**src/rtl/wpat_tx.sv**
```systemverilog
`default_nettype none
// +--------------------------------------------------------------------------+
// | Module   : wpat_tx                                                       |
// | Purpose  : Pattern-word transmitter. Sends bursts of counter,            |
// |            walking-one, LFSR or constant words over valid/ready, with    |
// |            backpressure, abort and a one-cycle completion pulse.         |
// | Options  : WPAT_TX_PARITY_EN adds tx_par, the registered XOR of tx_data. |
// | Revision : 1.0 - initial release                                         |
// +--------------------------------------------------------------------------+
module wpat_tx #(
  parameter int DW = 5,
  parameter int BW = 8
) (
  input  logic          clk,
  input  logic          rstn,
  input  logic          start,
  input  logic          abort,
  input  logic [1:0]    mode,
  input  logic [DW-1:0] seed,
  input  logic [BW-1:0] burst_len,
  output logic [DW-1:0] tx_data,
  output logic          tx_valid,
  input  logic          tx_ready,
  output logic          busy,
  output logic          done,
  output logic [BW-1:0] sent_cnt
`ifdef WPAT_TX_PARITY_EN
  ,
  output logic          tx_par
`endif
);

  typedef enum logic [1:0] {
    ST_IDLE = 2'd0,
    ST_SEND = 2'd1,
    ST_DONE = 2'd2
  } state_t;

  localparam logic [1:0] C_MODE_CNT  = 2'd0;
  localparam logic [1:0] C_MODE_WALK = 2'd1;
  localparam logic [1:0] C_MODE_LFSR = 2'd2;
  localparam logic [1:0] C_MODE_CONST = 2'd3;

  localparam logic [DW-1:0] C_DW_ONE = {{(DW-1){1'b0}}, 1'b1};
  localparam logic [BW-1:0] C_BW_ONE = {{(BW-1){1'b0}}, 1'b1};

  state_t        r_state;
  logic [1:0]    r_mode;
  logic [BW-1:0] r_len;

  state_t        w_state_nxt;
  logic [1:0]    w_mode_nxt;
  logic [BW-1:0] w_len_nxt;
  logic [DW-1:0] w_data_nxt;
  logic          w_valid_nxt;
  logic [BW-1:0] w_cnt_nxt;
  logic [DW-1:0] w_next_word;
  logic [DW-1:0] w_first_word;
  logic [BW-1:0] w_cnt_inc;
  logic          w_hs;

  assign w_hs      = tx_valid && tx_ready;
  assign w_cnt_inc = sent_cnt + C_BW_ONE;

  // A zero seed would freeze walking-one and LFSR, so it is replaced by 1.
  assign w_first_word = ((seed == '0) && ((mode == C_MODE_WALK) || (mode == C_MODE_LFSR)))
                        ? C_DW_ONE : seed;

  // Successor of the current word for the captured pattern mode.
  always_comb begin
    w_next_word = tx_data;
    case (r_mode)
      C_MODE_CNT:   w_next_word = tx_data + C_DW_ONE;
      C_MODE_WALK:  w_next_word = {tx_data[DW-2:0], tx_data[DW-1]};
      C_MODE_LFSR:  w_next_word = {tx_data[DW-2:0], tx_data[DW-1] ^ tx_data[DW-3]};
      C_MODE_CONST: w_next_word = tx_data;
      default:      w_next_word = tx_data;
    endcase
  end

  // Next-state and next-output logic; everything holds unless a rule below fires.
  always_comb begin
    w_state_nxt = r_state;
    w_mode_nxt  = r_mode;
    w_len_nxt   = r_len;
    w_data_nxt  = tx_data;
    w_valid_nxt = tx_valid;
    w_cnt_nxt   = sent_cnt;
    case (r_state)
      ST_IDLE: begin
        if (start) begin
          w_mode_nxt = mode;
          w_len_nxt  = burst_len;
          w_cnt_nxt  = '0;
          if (burst_len != '0) begin
            w_state_nxt = ST_SEND;
            w_valid_nxt = 1'b1;
            w_data_nxt  = w_first_word;
          end else begin
            w_state_nxt = ST_DONE;
          end
        end
      end
      ST_SEND: begin
        // A handshake coinciding with abort is still counted.
        if (w_hs) begin
          w_cnt_nxt  = w_cnt_inc;
          w_data_nxt = w_next_word;
          if (w_cnt_inc == r_len) begin
            w_valid_nxt = 1'b0;
            w_state_nxt = ST_DONE;
          end
        end
        if (abort) begin
          w_valid_nxt = 1'b0;
          w_state_nxt = ST_DONE;
        end
      end
      ST_DONE: begin
        w_state_nxt = ST_IDLE;
      end
      default: begin
        w_state_nxt = ST_IDLE;
        w_valid_nxt = 1'b0;
      end
    endcase
  end

  // State and registered outputs; busy/done are decoded from the next state.
  always_ff @(posedge clk) begin
    if (!rstn) begin
      r_state  <= ST_IDLE;
      r_mode   <= 2'd0;
      r_len    <= '0;
      tx_data  <= '0;
      tx_valid <= 1'b0;
      sent_cnt <= '0;
      busy     <= 1'b0;
      done     <= 1'b0;
    end else begin
      r_state  <= w_state_nxt;
      r_mode   <= w_mode_nxt;
      r_len    <= w_len_nxt;
      tx_data  <= w_data_nxt;
      tx_valid <= w_valid_nxt;
      sent_cnt <= w_cnt_nxt;
      busy     <= (w_state_nxt != ST_IDLE);
      done     <= (w_state_nxt == ST_DONE);
    end
  end

`ifdef WPAT_TX_PARITY_EN
  // Parity is registered alongside tx_data so both change on the same edge.
  always_ff @(posedge clk) begin
    if (!rstn) begin
      tx_par <= 1'b0;
    end else begin
      tx_par <= ^w_data_nxt;
    end
  end
`endif

endmodule
`default_nettype wire

```
**config.mk**
```make
export PLATFORM = sky130hd
export DESIGN_NAME = wpat_tx
export DESIGN_NICKNAME = d
export VERILOG_FILES = /design/src/rtl/wpat_tx.sv
export SDC_FILE = /design/constraint.sdc
export NUM_CORES = 1
export LEC_CHECK = 0
export ABC_AREA = 1
export ABC_CLOCK_PERIOD_IN_PS = 1790
export CAP_MARGIN = 20
export CORE_ASPECT_RATIO = 0.8
export CORE_UTILIZATION = 35
export DETAILED_ROUTE_END_ITERATION = 16
export SETUP_SLACK_MARGIN = 0.2
export SYNTH_ARGS = -nofsm -noshare
export SYNTH_HDL_FRONTEND = slang
export SYNTH_SLANG_ARGS = --single-unit
export TNS_END_PERCENT = 30
```
**constraint.sdc**
```tcl
create_clock -name clk -period 1.79 [get_ports clk]
set_input_delay 0.537 -clock clk [delete_from_list [all_inputs] [get_ports clk]]
set_output_delay 0.537 -clock clk [all_outputs]
set_load 0.05 [all_outputs]
```
After elaboration in Yosys (flattened, before gate mapping)
Cells that the tools add are included.
W data, S select, Z words.
- register bits: 28
- bits of input ports: 20
- word-level logic and storage cells: 61
- add/subtract/negate cells: 2
- equal/unequal tests: 15
- multiplexer cells: 21
- bitwise logic cells: 2
- reduce and logical (&&, ||, !) cells: 13
- operators by type and width (cell ; number):
    $mux W5 ; 4
    $mux W8 ; 2
    $pmux W8 S2 ; 1
    $pmux W5 S3 ; 1
    $eq A2 B2 Y1 const B ; 5
    $mux W2 ; 5
    $pmux W5 S2 ; 1
    $reduce_and A5 Y1 ; 2
    $add A8 B1 Y8 const B ; 1
    $eq A8 B8 Y1 ; 1
    $ne A2 B2 Y1 const B ; 4
    $reduce_bool A8 Y1 ; 1
    $eq A2 B1 Y1 const B ; 3
    $ne A3 B3 Y1 const B ; 2
    $add A5 B1 Y5 const B ; 1
    $logic_not A5 Y1 ; 1
    $mux W1 ; 5
    $logic_not A2 Y1 ; 2
    $pmux W2 S2 ; 1
    $reduce_bool A2 Y1 ; 2
    $pmux W1 S3 ; 1
    $reduce_and A3 Y1 ; 1
    $logic_and A1 B1 Y1 ; 2
    $reduce_and A2 Y1 ; 1
    3 further kinds ; 3

Logic depth before layout (Yosys ltp)
Gate-level depths: netlist (run 1).
- word-level depth: 7
- gate-level depth with buffers: 15

Worst setup path after synthesis (run 1)
Ideal clock, no wire load.
- path type: register to register
- start: register sent_cnt[0]
- end: register busy
- library setup time: 0.113 ns
- data arrival time: 2.012 ns
- required time: 1.677 ns
- setup slack: -0.335 ns
- cell stages (with the launch flop): 15
- period minus slack after synthesis: 2.125 ns
- cell sequence: dfxtp_1 -> ha_1 -> nand2_2 -> nor2_2 -> nand2_2 -> nand2_1 -> nand3_1 -> nand2_1 -> nand2_1 -> nor2_2 -> nand2_2 -> nand2_2 -> o21ai_1 -> nand2_1 -> nand2_1
- longest elaborated chain between the ends: 7
- ends and longest elaborated chain (element ; line ; source):
    start: declaration ; 26 ; output logic [BW-1:0] sent_cnt
    start signal: assignment ; 146 ; sent_cnt <= w_cnt_nxt;
    $add A8 B1 Y8 ; 63 ; assign w_cnt_inc = sent_cnt + C_BW_ONE;
    $eq A8 B8 Y1 ; 109 ; if (w_cnt_inc == r_len) begin
    $mux W2 ; 109 ;
    $mux W2 ; 106 ; if (w_hs) begin
    $mux W2 ; 114 ; if (abort) begin
    $pmux W2 S2 ; 89 ; case (r_state)
    $reduce_bool A2 Y1 ; 147 ; busy <= (w_state_nxt != ST_IDLE);
    end signal: assignment ; 147 ;
    end: declaration ; 24 ; output logic busy,
No other way between the ends.
A chain may end at the register's enable or synchronous reset.

Worst setup path in the final report (run 1)
Same ends and word-level chain as after synthesis.

==> run metrics, run 1 <==
crit path launch sent_cnt[0]; clk buf depth 2; Post-CTS Hold Fix Bufs 0; Pint 1.18 mW; max_cap viols 0; Worst Hold Class flop to flop; first-pass GRT wire length 7550 um; clock buffer count from CTS 3; Initial Util 36.3%; Seq. cell area 582 sq um; synthesized net count 274; Post-Layout Inst Area 2550 sq um; max incr delay on CP 0.39 ns; initial antenna violation count 0; DR iter-0 viols 131; Clock Skew 0.00869 ns; Worst Setup Path Type flop to flop; Setup-failing EPs final 0; Final Hold Vio Count 0; htree depth 1; Layout Utilization 55.8%; Tmin final 1.69 ns; RR Startpoint sent_cnt[0]; Site Rows 22; P&R area growth vs syn 53.8%; CTS tree built; Post-DRT Antenna Nets 0; Die W 78.9 um; Slew @ Worst Pin 0.358 ns; Multi-input gate area 1030 sq um; total routed wirelength 4520 um; crit end category flop; Inst Count DP 351; Synth async-reset ratio 0%; share of the yosys chip area belonging to registers 33.8%; final max-slew violation count 0; number of diodes 0; FILL cells 443; Hold Path Depth 2; synth warn 0; DP Worst Slack -0.252 ns; Mapped Avg Cell Area 6.66 sq um; Layout Cells excl Fill 362; Bufs and invs on worst path 1; Post-synth EDFFs 0; Yosys top cell area share 33.8%; Synth cell types 29; worst r2r dst busy; vias in the first global route 1552; placement-stage cell area 2300 sq um; I/O Pins 36; I/O Buffers 35; Placeable Area 4570 sq um; Design Power 1.71 mW; Routed WL per cell 12.5 um; CP most frequent cell nand2_1; Sw Ratio 31.2%; Mapped Cells 249; Startpoint Class flop; post-layout worst setup margin 0.0984 ns; drt first pass iters 4; Arr. time, crit path 1.92 ns; Remaining DRCs 0; Flop pwr share 41.7%; final net count 328; Via density 4.75; hold path endpoint r_len[2]; r2r setup slk 0.1 ns; die height 63.6 um; full die area 5020 sq um; routability congestion estimate from global placement 0.805; Congestion Overflow GR 0; Primary FF master, synth dfxtp_1; combinational power share 28.4%; CP required 2.02 ns; CP cell instances ha_4, buf_4, nand4_1, nand3_1, nand2_1, nor2_1, nand2_1, nor2_2, nand2_2, nand2_1, nand2_1, nand2_1, nand2_2, nand2_1; PwrDens 670 nW/um^2; GR Util All Layers 19.2%; CP top delay family simple AND/OR/NAND/NOR gates; crit path max fanout 4; P_sw 0.533 mW; Max Fclk 591 MHz; clock share of power 29.9%; total number of vias 1720; setup tns final 0 ns; Hold Path Origin r_len[2]; Final Cycle Share 94.5%; Worst-path clk slew 0.10 ns; Hold WS 0.473 ns; VDD IR-drop max 0.434 mV; clock insertion delay at the later pin of the skew report 0.28 ns; LEAKAGE 1.18 nW; RSZ-0062 raised after global routing yes; Crit-path slowest cell dfxtp_4; clk sinks 28; status finished clean; worst-case reg-to-reg path depth 14; area leader, netlist dfxtp_1; area of the mapped netlist 1660 sq um; Yosys reg bits 28; root buf cell clkbuf_8; Synth area leaders dfxtp_1, nand2_1, a21oi_1; largest net degree at the start of global routing 19; hpwl dp 3370 um; relative slew slack 76.1%; layout cells sized above 1 27.8%
-- worst min-delay path, stage by stage, from the launching register on --
cell     delay, ns
dfxtp_1       0.32
inv_1         0.06
a21oi_1       0.05
-- cell usage after synthesis (2+ instances only) --
library cell and count:
inv_2 2, nor2_1 24, nand3b_1 2, xor2_1 2, a21oi_1 26, dfxtp_1 28, inv_1 31, nand2_2 8
nand2_1 52, o21ai_0 20, ha_1 5, clkbuf_1 3, nand4_1 4, o211ai_1 2, nand3_1 22, nor2_2 4
nor2_4 2
-- placed cells by master, fill, tap and decap left out, drive strengths merged --
cell type / instances
a211oi: 1
a21oi: 26
a221oi: 1
a31oi: 1
and2: 1
buf: 35
bufinv: 1
clkbuf: 3
clkdlybuf4s50: 8
dfxtp: 28
dlygate4sd2: 1
dlymetal6s2s: 10
ha: 5
inv: 33
nand2: 61
nand3: 22
nand3b: 2
nand4: 4
nor2: 30
nor3: 1
o2111ai: 1
o211ai: 2
o21ai: 21
o22ai: 1
xnor2: 1
xor2: 2
-- power by group through the flow --
stage | Combinational, mW | Clock [mW] | Sequential (mW)
2_1_floorplan | 0.185 | 0 | 0.785
3_3_place_gp | 0.446 | 0 | 0.729
3_5_place_dp | 0.450 | 0 | 0.729
4_1_cts | 0.460 | 0.524 | 0.713
5_1_grt | 0.527 | 0.547 | 0.719
6_report | 0.485 | 0.511 | 0.712
-- flip-flops by register name, summed over array words and instances (netlist names) --
name / count
tx_valid: 1
r_state: 2
done: 1
sent_cnt: 8
busy: 1
tx_data: 5
r_len: 8
r_mode: 2
-- metal layers --
| layer | GRT usage, % | wire (um) | vias up |
|---|---|---|---|
| met5 | 0 | 0 | - |
| met4 | 2.73 | 18 | 0 |
| met3 | 4.06 | 228 | 2 |
| met2 | 27.5 | 1920 | 40 |
| met1 | 29.7 | 2350 | 758 |
| li1 | - | - | 920 |
-- cells by family after synthesis --
family / after synthesis / synth area share [%]
xor gates and xnor gates: 3 / 1.59
buffers and inverters: 38 / 9.96
and+or+nand+nor: 121 / 33.5
adders and majority gates: 5 / 3.77
AOI/OAI and AO/OA: 54 / 17.4
DFF: 28 / 33.8
-- worst max-delay path by stage --
stage,end,slack (ns),cells past startpoint
detailed placement,busy,-0.25,12
floorplan,busy,0.16,14
global placement,busy,-0.26,12
global route,busy,-0.002,14
CTS,tx_data[2],0.09,9
finish,busy,0.1,14
-- cell type report --
class	instances	share of cell area [%]
multi-input cells	183	40.5
repair buffers	54	26.0
flip-flops and latches	28	22.8
inverters	33	4.96
well taps	60	2.94
clock buffers	3	1.62
clock inverters	1	1.18
-- repair_timing --
item | CTS | global route
pin swaps | 8 | 16
gates cloned | 0 | 0
endpoints found under the setup margin | 18 | 18
gates resized for setup | 6 | 35
setup buffers | 5 | 2
(Power assumes the default switching activity.)
==> inputs of run 2 (changes only) <==
REMOVE_ABC_BUFFERS = 1   (was unset)
==> run 2 against run 1 <==
  * Design area is essentially flat
  * Flip-flop and latch count is the same
  * Wire length shrank 6.5%
  * Maximum frequency grew 4.4%
  * Cell count grew 3.0%
  * Critical path type unchanged
  * Critical endpoint unchanged
==> run metrics, run 2 (same netlist as run 1, synthesis figures left out) <==
routability congestion estimate from global placement 0.837; Via density 4.76; vias in the first global route 1511; Placeable Area 4570 sq um; CP most frequent cell nand2_1; I/O Buffers 35; hpwl dp 3130 um; drt first pass iters 4; Worst-path clk slew 0.10 ns; clk buf depth 2; full die area 5020 sq um; relative slew slack 76.0%; FILL cells 458; Congestion Overflow GR 0; crit path max fanout 4; Initial Util 36.3%; CTS tree built; largest net degree at the start of global routing 17; Crit-path slowest cell dfxtp_4; clock insertion delay at the later pin of the skew report 0.28 ns; crit end category flop; Top Registers r_len (8), sent_cnt (8), tx_data (5); r2r setup slk 0.17 ns; Max Fclk 617 MHz; Clock Skew 0.00949 ns; die height 63.6 um; I/O Pins 36; Routed WL per cell 11.3 um; clock buffer count from CTS 3; Worst Setup Path Type flop to flop; Setup-failing EPs final 0; Final Cycle Share 90.5%; Site Rows 22; Startpoint Class flop; GR Util All Layers 17.8%; first-pass GRT wire length 7110 um; Hold WS 0.475 ns; max incr delay on CP 0.38 ns; PwrDens 660 nW/um^2; LEAKAGE 1.14 nW; htree depth 1; most frequent cells in the layout nand2_1, buf_4, inv_1; Final Hold Vio Count 0; Tmin final 1.62 ns; total routed wirelength 4230 um; initial antenna violation count 0; number of diodes 0; CP required 1.98 ns; CP cell instances ha_4, buf_4, nand4_1, nand3_1, nand2_1, nor2_1, nand2_1, nor2_2, nand2_2, nand2_4, o21ai_2, nand2_1, nand2_1; RSZ-0062 raised after global routing yes; DR iter-0 viols 132; max_cap viols 0; final net count 339; Arr. time, crit path 1.81 ns; clk sinks 28; Design Power 1.69 mW; Die W 78.9 um; Slew @ Worst Pin 0.359 ns; total number of vias 1774; final max-slew violation count 0; status finished clean; most common cell after layout, fill and taps aside nand2_1; Post-DRT Antenna Nets 0; root buf cell clkbuf_8; layout cells sized above 1 27.2%; Worst Hold Class flop to flop; Remaining DRCs 0; VDD IR-drop max 0.412 mV; P&R area growth vs syn 54.0%
==> run 2: changes by cell type in the layout (fill, tap and decap cells not counted), moves of 3 or more <==
cell,delta
buf_4,+12
dlygate4sd2_1,+8
dfxtp_2,-3
dfxtp_1,+4
dlymetal6s2s_1,-10
==> run 2: area by class of cell <==
type / count / area, sq um / share of cell area [%]
multi-input cells: 183 / 998 / 39.1
repair buffers: 65 / 707 / 27.7
flip-flops and latches: 28 / 574 / 22.5
inverters: 33 / 126 / 4.95
well taps: 60 / 75.1 / 2.94
clock buffers: 3 / 41.3 / 1.62
clock inverters: 1 / 30.0 / 1.18
==> run 2: path summary, 6_finish.rpt <==
kind / startpoint / depth (start not counted) / to
setup / recovery: sent_cnt[1] / 13 / busy
hold reg to reg: r_len[5] / 2 / r_len[5]
hold / removal: r_len[5] / 2 / r_len[5]
setup reg to reg: sent_cnt[1] / 13 / busy
==> run 2: layer usage <==
| metal | wire (um) | GRT usage [%] | vias up | share of wire, % |
|---|---|---|---|---|
| li1 | - | - | 943 | - |
| met1 | 2180 | 27.1 | 794 | 52 |
| met2 | 1900 | 26.3 | 35 | 45 |
| met3 | 126 | 3.04 | 2 | 3.0 |
| met4 | 21 | 2.73 | 0 | 0.50 |
| met5 | 0 | 0 | - | 0 |
==> run 2: timing repair <==
action                                 in CTS  in global routing
resized for setup                          28                 10
setup endpoints to repair                  20                 20
pin swaps                                  14                 14
endpoints found under the hold margin       0                  0
hold buffers                                0                  0
setup buffers                               4                  4
==> run 2: through the flow <==
stage | TNS [ns] | instance area (sq um) | util (%) | setup WS, ns | std cells
global placement | -2.77 | 2340 | 51.3 | -0.192 | 361
floorplan | -1.58 | 1620 | - | -0.344 | 244
finish | 0 | 2550 | 55.9 | 0.170 | 373
CTS | 0 | 2490 | 54.4 | 0.168 | 369
detailed placement | -3.23 | 2340 | 51.3 | -0.231 | 361
global route | 0 | 2550 | 55.9 | 0.0475 | 373
==> run 2: power breakdown <==
| part | total, mW | switching [mW] | leakage [nW] | internal, mW |
|---|---|---|---|---|
| clock | 0.502 | 0.203 | 0.0357 | 0.300 |
| combinational | 0.473 | 0.259 | 0.874 | 0.213 |
| sequential | 0.711 | 0.0473 | 0.233 | 0.663 |
| total | 1.69 | 0.509 | 1.14 | 1.18 |
==> run 2: critical path, delay by kind of cell (launching register included) <==
| family | cells | cell delay, ns |
|---|---|---|
| compound gates | 1 | 0.05 |
| fa+ha+maj | 1 | 0.16 |
| buf+inv | 1 | 0.11 |
| flops | 1 | 0.38 |
| simple gates | 10 | 0.82 |
